[config.mk]
export PLATFORM = sky130hd
export DESIGN_NAME = alu_cmd_issue_flat
export DESIGN_NICKNAME = d
export VERILOG_FILES = /design/src/rtl/alu_cmd_issue_if.sv /design/src/rtl/alu_cmd_issue.sv /design/src/flat_wrapper.sv
export SDC_FILE = /design/constraint.sdc
export NUM_CORES = 1
export LEC_CHECK = 0
export CORE_MARGIN = 2
export CORE_UTILIZATION = 50
export DETAILED_ROUTE_END_ITERATION = 8
export PLACE_DENSITY = 0.76
export SLEW_MARGIN = 5
export SYNTH_ARGS = -nofsm -noshare
export SYNTH_HDL_FRONTEND = slang
export SYNTH_SLANG_ARGS = --single-unit
[constraint.sdc]
create_clock -name clk -period 6.2 [get_ports clk]
set_input_delay 1.86 -clock clk [delete_from_list [all_inputs] [get_ports clk]]
set_output_delay 1.86 -clock clk [all_outputs]
set_load 0.01 [all_outputs]
[src/rtl/alu_cmd_issue_if.sv]
// Command and result handshake bundle for alu_cmd_issue.
// slave is the issue stage side, master is the producer/consumer side.
interface alu_cmd_issue_if #(
  parameter int DATA_WIDTH = 16
);
  logic                  cmd_valid;
  logic                  cmd_ready;
  logic [DATA_WIDTH-1:0] cmd_a;
  logic [DATA_WIDTH-1:0] cmd_b;
  logic [3:0]            cmd_func;
  logic                  res_valid;
  logic                  res_ready;
  logic [DATA_WIDTH-1:0] res_data;
  logic                  res_ovf;

  modport slave (
    input  cmd_valid, cmd_a, cmd_b, cmd_func,
    output cmd_ready,
    output res_valid, res_data, res_ovf,
    input  res_ready
  );

  modport master (
    output cmd_valid, cmd_a, cmd_b, cmd_func,
    input  cmd_ready,
    input  res_valid, res_data, res_ovf,
    output res_ready
  );
endinterface

[src/rtl/alu_cmd_issue.sv]
// Issue/retire stage around a combinational ALU: command FIFO,
// one-entry result buffer and saturating overflow counter.
module alu_cmd_issue #(
  parameter int DATA_WIDTH    = 16,
  parameter int FIFO_DEPTH    = 4,
  parameter int OVF_CNT_WIDTH = 8
) (
  input  logic                     clk,
  input  logic                     reset_n,
  alu_cmd_issue_if.slave           bus,
  output logic [DATA_WIDTH-1:0]    alu_a,
  output logic [DATA_WIDTH-1:0]    alu_b,
  output logic [3:0]               alu_func,
  input  logic [DATA_WIDTH-1:0]    alu_c,
  input  logic                     alu_ovf,
  output logic [OVF_CNT_WIDTH-1:0] ovf_count,
  output logic                     busy
);

  localparam int PW = (FIFO_DEPTH > 1) ? $clog2(FIFO_DEPTH) : 1;
  localparam int CW = $clog2(FIFO_DEPTH + 1);
  localparam logic [CW-1:0] FULL = CW'(FIFO_DEPTH);

  typedef struct packed {
    logic [DATA_WIDTH-1:0] a;
    logic [DATA_WIDTH-1:0] b;
    logic [3:0]            func;
  } cmd_t;

  cmd_t                  mem [FIFO_DEPTH];
  logic [PW-1:0]         wr_ptr;
  logic [PW-1:0]         rd_ptr;
  logic [CW-1:0]         count;
  logic                  res_valid;
  logic [DATA_WIDTH-1:0] res_data;
  logic                  res_ovf;
  logic                  push;
  logic                  fire;
  logic                  not_empty;
  cmd_t                  head;

  assign not_empty     = (count != '0);
  assign bus.cmd_ready = reset_n && (count != FULL);
  assign push          = bus.cmd_valid && bus.cmd_ready;
  assign fire          = not_empty && (!res_valid || bus.res_ready);
  assign head          = mem[rd_ptr];

  assign bus.res_valid = res_valid;
  assign bus.res_data  = res_data;
  assign bus.res_ovf   = res_ovf;
  assign busy          = not_empty || res_valid;

  // Present the FIFO head to the ALU, or a clear op when idle.
  always_comb begin
    alu_a    = '0;
    alu_b    = '0;
    alu_func = 4'b1111;
    if (not_empty) begin
      alu_a    = head.a;
      alu_b    = head.b;
      alu_func = head.func;
    end
  end

  // Command storage; contents are don't-care until written.
  always_ff @(posedge clk) begin
    if (push) begin
      mem[wr_ptr] <= '{a: bus.cmd_a, b: bus.cmd_b, func: bus.cmd_func};
    end
  end

  // FIFO pointers and occupancy.
  always_ff @(posedge clk) begin
    if (!reset_n) begin
      wr_ptr <= '0;
      rd_ptr <= '0;
      count  <= '0;
    end else begin
      if (push) wr_ptr <= wr_ptr + 1'b1;
      if (fire) rd_ptr <= rd_ptr + 1'b1;
      unique case ({push, fire})
        2'b10:   count <= count + 1'b1;
        2'b01:   count <= count - 1'b1;
        default: count <= count;
      endcase
    end
  end

  // Result buffer capture and release.
  always_ff @(posedge clk) begin
    if (!reset_n) begin
      res_valid <= 1'b0;
      res_data  <= '0;
      res_ovf   <= 1'b0;
    end else if (fire) begin
      res_valid <= 1'b1;
      res_data  <= alu_c;
      res_ovf   <= alu_ovf;
    end else if (res_valid && bus.res_ready) begin
      res_valid <= 1'b0;
    end
  end

  // Saturating count of captured overflowing results.
  always_ff @(posedge clk) begin
    if (!reset_n) begin
      ovf_count <= '0;
    end else if (fire && alu_ovf && !(&ovf_count)) begin
      ovf_count <= ovf_count + 1'b1;
    end
  end

endmodule

[src/flat_wrapper.sv]
// flat-port wrapper written by rule: the top's interface ports become plain ports
module alu_cmd_issue_flat 
#(
  parameter int DATA_WIDTH    = 16,
  parameter int FIFO_DEPTH    = 4,
  parameter int OVF_CNT_WIDTH = 8
)
  (clk, reset_n, alu_a, alu_b, alu_func, alu_c, alu_ovf, ovf_count, busy, bus_cmd_valid, bus_cmd_a, bus_cmd_b, bus_cmd_func, bus_cmd_ready, bus_res_valid, bus_res_data, bus_res_ovf, bus_res_ready);
  alu_cmd_issue_if #(.DATA_WIDTH(DATA_WIDTH)) bus_i ();
  input  logic clk;
  input  logic reset_n;
  output logic [DATA_WIDTH-1:0] alu_a;
  output logic [DATA_WIDTH-1:0] alu_b;
  output logic [3:0] alu_func;
  input  logic [DATA_WIDTH-1:0] alu_c;
  input  logic alu_ovf;
  output logic [OVF_CNT_WIDTH-1:0] ovf_count;
  output logic busy;
  input wire logic [$bits(bus_i.cmd_valid)-1:0] bus_cmd_valid;
  input wire logic [$bits(bus_i.cmd_a)-1:0] bus_cmd_a;
  input wire logic [$bits(bus_i.cmd_b)-1:0] bus_cmd_b;
  input wire logic [$bits(bus_i.cmd_func)-1:0] bus_cmd_func;
  output wire logic [$bits(bus_i.cmd_ready)-1:0] bus_cmd_ready;
  output wire logic [$bits(bus_i.res_valid)-1:0] bus_res_valid;
  output wire logic [$bits(bus_i.res_data)-1:0] bus_res_data;
  output wire logic [$bits(bus_i.res_ovf)-1:0] bus_res_ovf;
  input wire logic [$bits(bus_i.res_ready)-1:0] bus_res_ready;
  assign bus_i.cmd_valid = bus_cmd_valid;
  assign bus_i.cmd_a = bus_cmd_a;
  assign bus_i.cmd_b = bus_cmd_b;
  assign bus_i.cmd_func = bus_cmd_func;
  assign bus_cmd_ready = bus_i.cmd_ready;
  assign bus_res_valid = bus_i.res_valid;
  assign bus_res_data = bus_i.res_data;
  assign bus_res_ovf = bus_i.res_ovf;
  assign bus_i.res_ready = bus_res_ready;
  alu_cmd_issue #(.DATA_WIDTH(DATA_WIDTH), .FIFO_DEPTH(FIFO_DEPTH), .OVF_CNT_WIDTH(OVF_CNT_WIDTH)) u_core (.clk(clk), .reset_n(reset_n), .bus(bus_i), .alu_a(alu_a), .alu_b(alu_b), .alu_func(alu_func), .alu_c(alu_c), .alu_ovf(alu_ovf), .ovf_count(ovf_count), .busy(busy));
endmodule
==> reports/results.md, run 1 <==
| Result | This run | Unit |
|---|---|---|
| Status | complete, no violations | - |
| Buffers inserted by post-CTS timing repair | 0 | - |
| Maximum VDD drop | 0.276 | mV |
| Synthesized-area fraction occupied by and/or/nand/nor cells | 7.83 | % |
| Total via count in the routed design | 3834 | - |
| Count of buffers from port buffering | 120 | - |
| Starting density of the core | 51.7 | % |
| Combinational family with the most area after synthesis | multiplexers | - |
| DRC violation count after routing | 0 | - |
| Clk_skew | 0.00681 | ns |
| Register area share after synthesis | 72.8 | % |
| HPWL after detailed placement | 7.76 | mm |
| Total wirelength of the detailed-routed design | 13.0 | mm |
| CTS clk-pin slew, worst paths | 0.06 | ns |
| Site row count | 42 | - |
| Data required time at the worst endpoint | 4.34 | ns |
| Avg WL per Cell | 18.3 | um |
| Most common cell type on the critical path | sky130_fd_sc_hd__clkdlybuf4s50_1 | - |
| Clock latency of the later-clocked register in the worst-skew pair | 0.42 | ns |
| Multiplexer fraction of the synthesized cell area | 11.8 | % |
| Synthesized-area fraction occupied by adder cells | 1.38 | % |
| Fraction of final layout cells with drive strength greater than 1 | 15.3 | % |
| Vias per inst | 5.38 | - |
| Count of flip-flops with a built-in enable after synthesis | 144 | - |
| Yosys warnings | 0 | - |
| Relative area change from synthesis to final layout | 27.9 | % |
| Crit-path max FO | 7 | - |
| Switch share | 27.3 | % |
| Internal power summed over all cells | 0.00254 | W |
| Relative contribution of sequential cells to total power | 42.8 | % |
| Final setup violating endpoints | 0 | - |
| Sink Count | 179 | - |
| XOR/XNOR Fraction of Synth Area | 0.762 | % |
| Post-synthesis async set-or-reset flop share | 0 | % |
| Number of nets with antenna violations after routing | 0 | - |
| Compound-cell area share of the yosys netlist | 3.50 | % |
| Cell leakage power | 2.87 | nW |
| Global-route total usage across every layer | 18.8 | % |
| Max-slew violation total from the final report | 0 | - |
| Biggest cell delay along the critical path | 0.61 | ns |
| Number of endpoints with negative hold slack in the final report | 0 | - |
| Normalized max-slew margin | 32.0 | % |
| Placed Cells incl. Taps | 681 | - |
| I/O pin cnt | 121 | - |
| Data arrival time at the worst-slack endpoint | 3.26 | ns |
| Number of register bits inferred by synthesis | 179 | - |
| CTS root buffer | sky130_fd_sc_hd__clkbuf_16 | - |
| GRT Residual Overflow | 0 | - |
| Syn Area/Cell | 17.3 | um^2 |
| Count of cells resized by post-cts repair | 0 | - |
| Reported net switching power | 0.000955 | W |
| Starting DRC count in detailed routing | 282 | - |
| CP Class | in -> out | - |
| Clock period minus final worst setup slack | 5.12 | ns |
| Power density relative to cell area | 396 | nW/um^2 |
| CP Cell Sequence | clkdlybuf4s50_1 -> inv_1 -> a21oi_1 -> clkdlybuf4s50_1 | - |
| Predominant post-synthesis flop cell | sky130_fd_sc_hd__edfxtp_1 | - |
| Hold/Removal Path Class | reg -> reg | - |
| Post-Syn Instances | 399 | - |
| Clock buffer depth | 2 | - |
| Antenna diode count | 0 | - |
| Vias in the first global route | 3935 | - |
| Final core occ | 66.1 | % |
| Core region area | 13300 | um^2 |
| Number of buffers inserted by hold repair at cts | 0 | - |
| Kind of end point of the critical path | primary output | - |
| Mapped cell area | 6900 | um^2 |
| Total number of H-tree levels | 4 | - |
| DR pass1 iterations | 4 | - |
| Die ar. | 14800 | um^2 |
| Wire length of the first global-routing pass | 20.5 | mm |
| Part of the cycle the worst path needs | 82.6 | % |
| Pin count of the biggest net entering global routing | 38 | - |
| Number of antenna violations at the first check in global routing | 0 | - |
| Cell with the largest stage delay on the worst path | sky130_fd_sc_hd__clkdlybuf4s50_1 | - |
| Nets | 588 | - |
| CTS Buf Count | 17 | - |
| Syn_nets | 463 | - |
| Leading cell types in the layout, fill and taps excluded | 144 x sky130_fd_sc_hd__edfxtp_1, 120 x sky130_fd_sc_hd__clkdlybuf4s50_1, 39 x sky130_fd_sc_hd__nand2_1, 36 x sky130_fd_sc_hd__mux4_2 | - |
| Height of the die | 121 | um |
| Maxcap violations | 0 | - |
| Final TNS setup | 0 | ns |
| Startpoint Class | input pin | - |
| RSZ-0062 raised after global routing | no | - |
| Highest achievable clock rate | 195 | MHz |
| TritonCTS clock tree | yes | - |
| Gpl congestion | 0.816 | - |
| Share of total power in the clock network | 29.3 | % |
| Non-filler instance count after layout | 712 | - |
| Most frequent standard cell in the layout excluding fill and tap cells | sky130_fd_sc_hd__edfxtp_1 | - |
| Die boundary width | 121 | um |
| Combinational group share of total power | 27.9 | % |
| Transition time at the pin with the least slew margin | 1.02 | ns |
| Library cells used by synthesis | 37 | - |
## area by class of cell
cell class                      count  area [um^2]
Clock buffer                       18          429
Clock inverter                     13          136
Fill cell                         938         4520
Inverter                           11         41.3
Multi-Input combinational cell    192         1750
Sequential cell                   179         5030
Tap cell                          176          220
Timing Repair Buffer              123         1220
## cell usage after synthesis, drive strengths merged, types with 6 or more instances
cell type / count / share of area, %
a21oi: 22 / 1.6
nand2: 40 / 2.3
buf: 10 / 0.94
edfxtp: 144 / 63
dfxtp: 35 / 10
nor2: 10 / 0.54
clkbuf: 7 / 0.40
inv: 11 / 0.60
mux4: 36 / 12
ha: 6 / 1.1
and2: 37 / 3.4
## per-layer routing
| metal | GRT usage, % | part of all wire [%] | vias up |
|---|---|---|---|
| met1 | 24.4 | 43 | 1913 |
| met2 | 30.3 | 49 | 140 |
| li1 | - | - | 1765 |
| met3 | 6.44 | 6.5 | 16 |
| met4 | 5.32 | 0.85 | 0 |
| met5 | 0 | 0 | - |
## power groups by stage
stage	combinational, W	sequential, W	clock [W]
finish	0.000975	0.00150	0.00102
detailed placement	0.000987	0.00153	0
floorplan	0.000554	0.00150	0
global route	0.00105	0.00151	0.00109
global placement	0.000973	0.00152	0
CTS	0.000997	0.00150	0.00105
## worst paths after layout
check	start	to	slack, ns	cells past startpoint
hold reg to reg	u_core.bus.res_data[8]	u_core.bus.res_data[8]	0.46	2
hold / removal	u_core.bus.res_data[8]	u_core.bus.res_data[8]	0.46	2
setup / recovery	reset_n	bus_cmd_ready	1.08	4
setup reg to reg	u_core.count[2]	u_core.count[2]	3.41	10
## worst max-delay path: cells and delay by family
family,cells,cell delay (ns)
buffers and inverters,3,1.27
AOI/OAI and AO/OA,1,0.13
## state kept, by name, summed over array words and instances (netlist names), named ones only
name / count
u_core.mem: 144
u_core.bus.res_data: 16
u_core.ovf_count: 8
u_core.count: 3
u_core.rd_ptr: 2
u_core.wr_ptr: 2
u_core.bus.res_ovf: 1
u_core.bus.res_valid: 1
## through the flow
step | hold WS [ns] | area, um^2 | setup WS [ns] | power, W
floorplan | 0.481 | 6900 | 1.99 | 0.00206
global placement | 0.442 | 8260 | 1.12 | 0.00249
detailed placement | 0.448 | 8260 | 1.10 | 0.00251
CTS | 0.460 | 8820 | 1.08 | 0.00355
global route | 0.468 | 8820 | 1.02 | 0.00366
finish | 0.458 | 8820 | 1.08 | 0.00350
## kinds of logic after synthesis
kind of cell,count (synthesis)
muxes,36
adders and majority gates,7
buffers and inverters,28
xor gates and xnor gates,6
AOI/OAI and AO/OA,38
DFF,179
and+or+nand+nor,105
Note: power is estimated with default switching activity, not from simulation.
==> run 2, diff against run 1 <==
==> constraint.sdc (replaced) <==
create_clock -name clk -period 5.25 [get_ports clk]
set_input_delay 1.575 -clock clk [delete_from_list [all_inputs] [get_ports clk]]
set_output_delay 1.575 -clock clk [all_outputs]
set_load 0.01 [all_outputs]
==> run 2 against run 1 <==
  * Utilization increased by 0.81 points
  * Clock skew fell by 0.0022 ns
  * Register-to-register slack got worse by 1.6 ns
==> reports/results.md, run 2 (same netlist as run 1, synthesis figures left out) <==
| Result | This run | Unit | Change |
|---|---|---|---|
| Global-route total usage across every layer | 18.9 | % | +0.15 points |
| Starting DRC count in detailed routing | 184 | - | -35% |
| Number of antenna violations at the first check in global routing | 0 | - | unchanged |
| Die ar. | 14800 | um^2 | unchanged |
| Normalized max-slew margin | 33.7 | % | +1.7 points |
| Count of buffers from port buffering | 120 | - | unchanged |
| Hold Path Stages | 2 | - | unchanged |
| Kind of end point of the critical path | primary output | - |  |
| Met2 usage | 32.1 | % | +1.8 points |
| Clk_skew | 0.00464 | ns | -0.00217 ns |
| Number of endpoints with negative hold slack in the final report | 0 | - | unchanged |
| Maximum VDD drop | 0.229 | mV | -17% |
| CTS root buffer | sky130_fd_sc_hd__clkbuf_16 | - |  |
| Hold Crit Endpoint | u_core.bus.res_data[2] | - |  |
| Number of nets with antenna violations after routing | 0 | - | unchanged |
| Clock latency of the later-clocked register in the worst-skew pair | 0.42 | ns | about the same |
| Starting density of the core | 51.7 | % | unchanged |
| Clock buffer depth | 2 | - | unchanged |
| CTS Buf Count | 17 | - | unchanged |
| Worst slack at placement | 0.692 | ns | -0.409 ns |
| Vias in the first global route | 4054 | - | +3.0% |
| CP Class | in -> out | - |  |
| Filler Cells Inserted | 947 | - | +0.96% |
| Die boundary width | 121 | um | unchanged |
| I/O pin cnt | 121 | - | unchanged |
| Data required time at the worst endpoint | 3.68 | ns | -0.66 ns |
| Met3 track demand over resource | 5.17 | % | -1.3 points |
| Leading cell types in the layout, fill and taps excluded | 144 x sky130_fd_sc_hd__edfxtp_1, 120 x sky130_fd_sc_hd__clkdlybuf4s50_1, 39 x sky130_fd_sc_hd__nand2_1, 36 x sky130_fd_sc_hd__mux4_2 | - |  |
| Min-delay src | u_core.bus.res_data[2] | - |  |
| Largest registers | u_core.mem: 144 flops, u_core.bus.res_data: 16 flops, u_core.ovf_count: 8 flops | - |  |
| Site row count | 42 | - | unchanged |
| Data arrival time at the worst-slack endpoint | 3.00 | ns | -0.26 ns |
| Final worst setup slack | 0.675 | ns | -0.405 ns |
| Gpl congestion | 0.761 | - | -6.7% |
| RSZ-0062 raised after global routing | no | - |  |
| GRT Residual Overflow | 0 | - | unchanged |
| Avg WL per Cell | 18.2 | um | -0.66% |
| DR pass1 iterations | 4 | - | unchanged |
| CTS clk-pin slew, worst paths | 0.06 | ns | about the same |
| Max-slew violation total from the final report | 0 | - | unchanged |
| Wire length of the first global-routing pass | 20.8 | mm | +1.1% |
| Total via count in the routed design | 3844 | - | +0.26% |
| Total number of H-tree levels | 4 | - | unchanged |
| Sink Count | 179 | - | unchanged |
| Hold/Removal Path Class | reg -> reg | - |  |
| Final core occ | 66.9 | % | +0.81 points |
| TritonCTS clock tree | yes | - |  |
| Count of cells resized by post-cts repair | 0 | - | unchanged |
| Final TNS setup | 0 | ns | unchanged |
| Core region area | 13300 | um^2 | unchanged |
| Top register by number of flip-flops | u_core.mem | - |  |
| FF-to-FF End | u_core.count[2] | - |  |
| Part of the cycle the worst path needs | 87.1 | % |  |
| Buffers inserted by post-CTS timing repair | 0 | - | unchanged |
| Power density relative to cell area | 475 | nW/um^2 | +20% |
| Status | complete, no violations | - |  |
| Number of flip-flops under the largest register name | 144 | - | unchanged |
| Transition time at the pin with the least slew margin | 0.994 | ns | -0.0255 ns |
| Number of buffers inserted by hold repair at cts | 0 | - | unchanged |
| Fraction of final layout cells with drive strength greater than 1 | 16.4 | % | +1.1 points |
| Height of the die | 121 | um | unchanged |
| Crit-path max FO | 7 | - | unchanged |
| Vias per inst | 5.35 | - | -0.72% |
| Nets | 594 | - | +1.0% |
| Global Route met1 Usage | 23.6 | % | -0.80 points |
| Startpoint Class | input pin | - |  |
| Relative area change from synthesis to final layout | 29.5 | % |  |
| Highest achievable clock rate | 219 | MHz |  |
| GR peak layer | met2 | - |  |
| Worst reg-to-reg setup slack | 1.80 | ns | -1.61 ns |
| Clock period minus final worst setup slack | 4.57 | ns |  |
| Final setup violating endpoints | 0 | - | unchanged |
| R2R Path Start | u_core.count[2] | - |  |
| Most frequent standard cell in the layout excluding fill and tap cells | sky130_fd_sc_hd__edfxtp_1 | - |  |
| DRC violation count after routing | 0 | - | unchanged |
| Antenna diode count | 0 | - | unchanged |
| Cell leakage power | 2.94 | nW | +2.3% |
| Cell count of the worst reg-to-reg path | 11 | - | +1 |
| Pin count of the biggest net entering global routing | 37 | - | -2.6% |
| HPWL after detailed placement | 8.32 | mm | +7.2% |
| Total wirelength of the detailed-routed design | 13.1 | mm | +0.31% |
| Maxcap violations | 0 | - | unchanged |
==> run 2: cell type report <==
class                   count  area (um^2)  share of cell area (%)
flip-flops and latches    179         5030                    56.3
multi-input cells         192         1750                    19.5
repair buffers            129         1280                    14.3
clock buffers              19          433                    4.85
well taps                 176          220                    2.47
clock inverters            13          183                    2.05
inverters                  11         41.3                   0.462
==> run 2: worst max-delay path by stage <==
stage | from | end | cells past startpoint
after global placement | reset_n | bus_cmd_ready | 4
after global routing | reset_n | bus_cmd_ready | 4
after detailed placement | reset_n | bus_cmd_ready | 4
final | reset_n | bus_cmd_ready | 4
after floorplan | reset_n | bus_cmd_ready | 3
after CTS | reset_n | bus_cmd_ready | 4
==> run 2: power by group <==
group / switching, W / total, W / internal (W)
clock network: 0.000508 / 0.00130 / 0.000796
logic: 0.000493 / 0.00115 / 0.000654
registers: 0.000126 / 0.00180 / 0.00167
total: 0.00113 / 0.00425 / 0.00312
==> run 2: stage by stage <==
| step | std cells | cell area (um^2) | power, W | hold WS (ns) |
|---|---|---|---|---|
| floorplan | 399 | 6900 | 0.00243 | 0.481 |
| finish | 719 | 8930 | 0.00425 | 0.455 |
| detailed placement | 687 | 8320 | 0.00298 | 0.450 |
| CTS | 719 | 8930 | 0.00429 | 0.459 |
| global placement | 687 | 8320 | 0.00296 | 0.444 |
| global route | 719 | 8930 | 0.00444 | 0.480 |
==> run 2: layer usage <==
layer  part of all wire (%)  vias to the layer above
met1                     43                     1928
met5                      0                        -
li1                       -                     1781
met2                     50                      123
met4                    1.2                        0
met3                    6.4                       12
==> run 2: critical path, cell delays in order <==
cell	delay [ns]
sky130_fd_sc_hd__clkdlybuf4s50_1	0.60
sky130_fd_sc_hd__inv_1	0.09
sky130_fd_sc_hd__a21oi_1	0.16
sky130_fd_sc_hd__clkdlybuf4s50_1	0.57
==> run 3, diff against run 2 <==
--- a/config.mk
+++ b/config.mk
@@ -7,6 +7,7 @@
 export LEC_CHECK = 0
 export CORE_MARGIN = 2
 export CORE_UTILIZATION = 50
+export CTS_CLUSTER_SIZE = 14
 export DETAILED_ROUTE_END_ITERATION = 8
 export PLACE_DENSITY = 0.76
 export SLEW_MARGIN = 5
==> results of run 3 <==
Same layout as run 2: the final DEF is identical, and so are final timing and power.
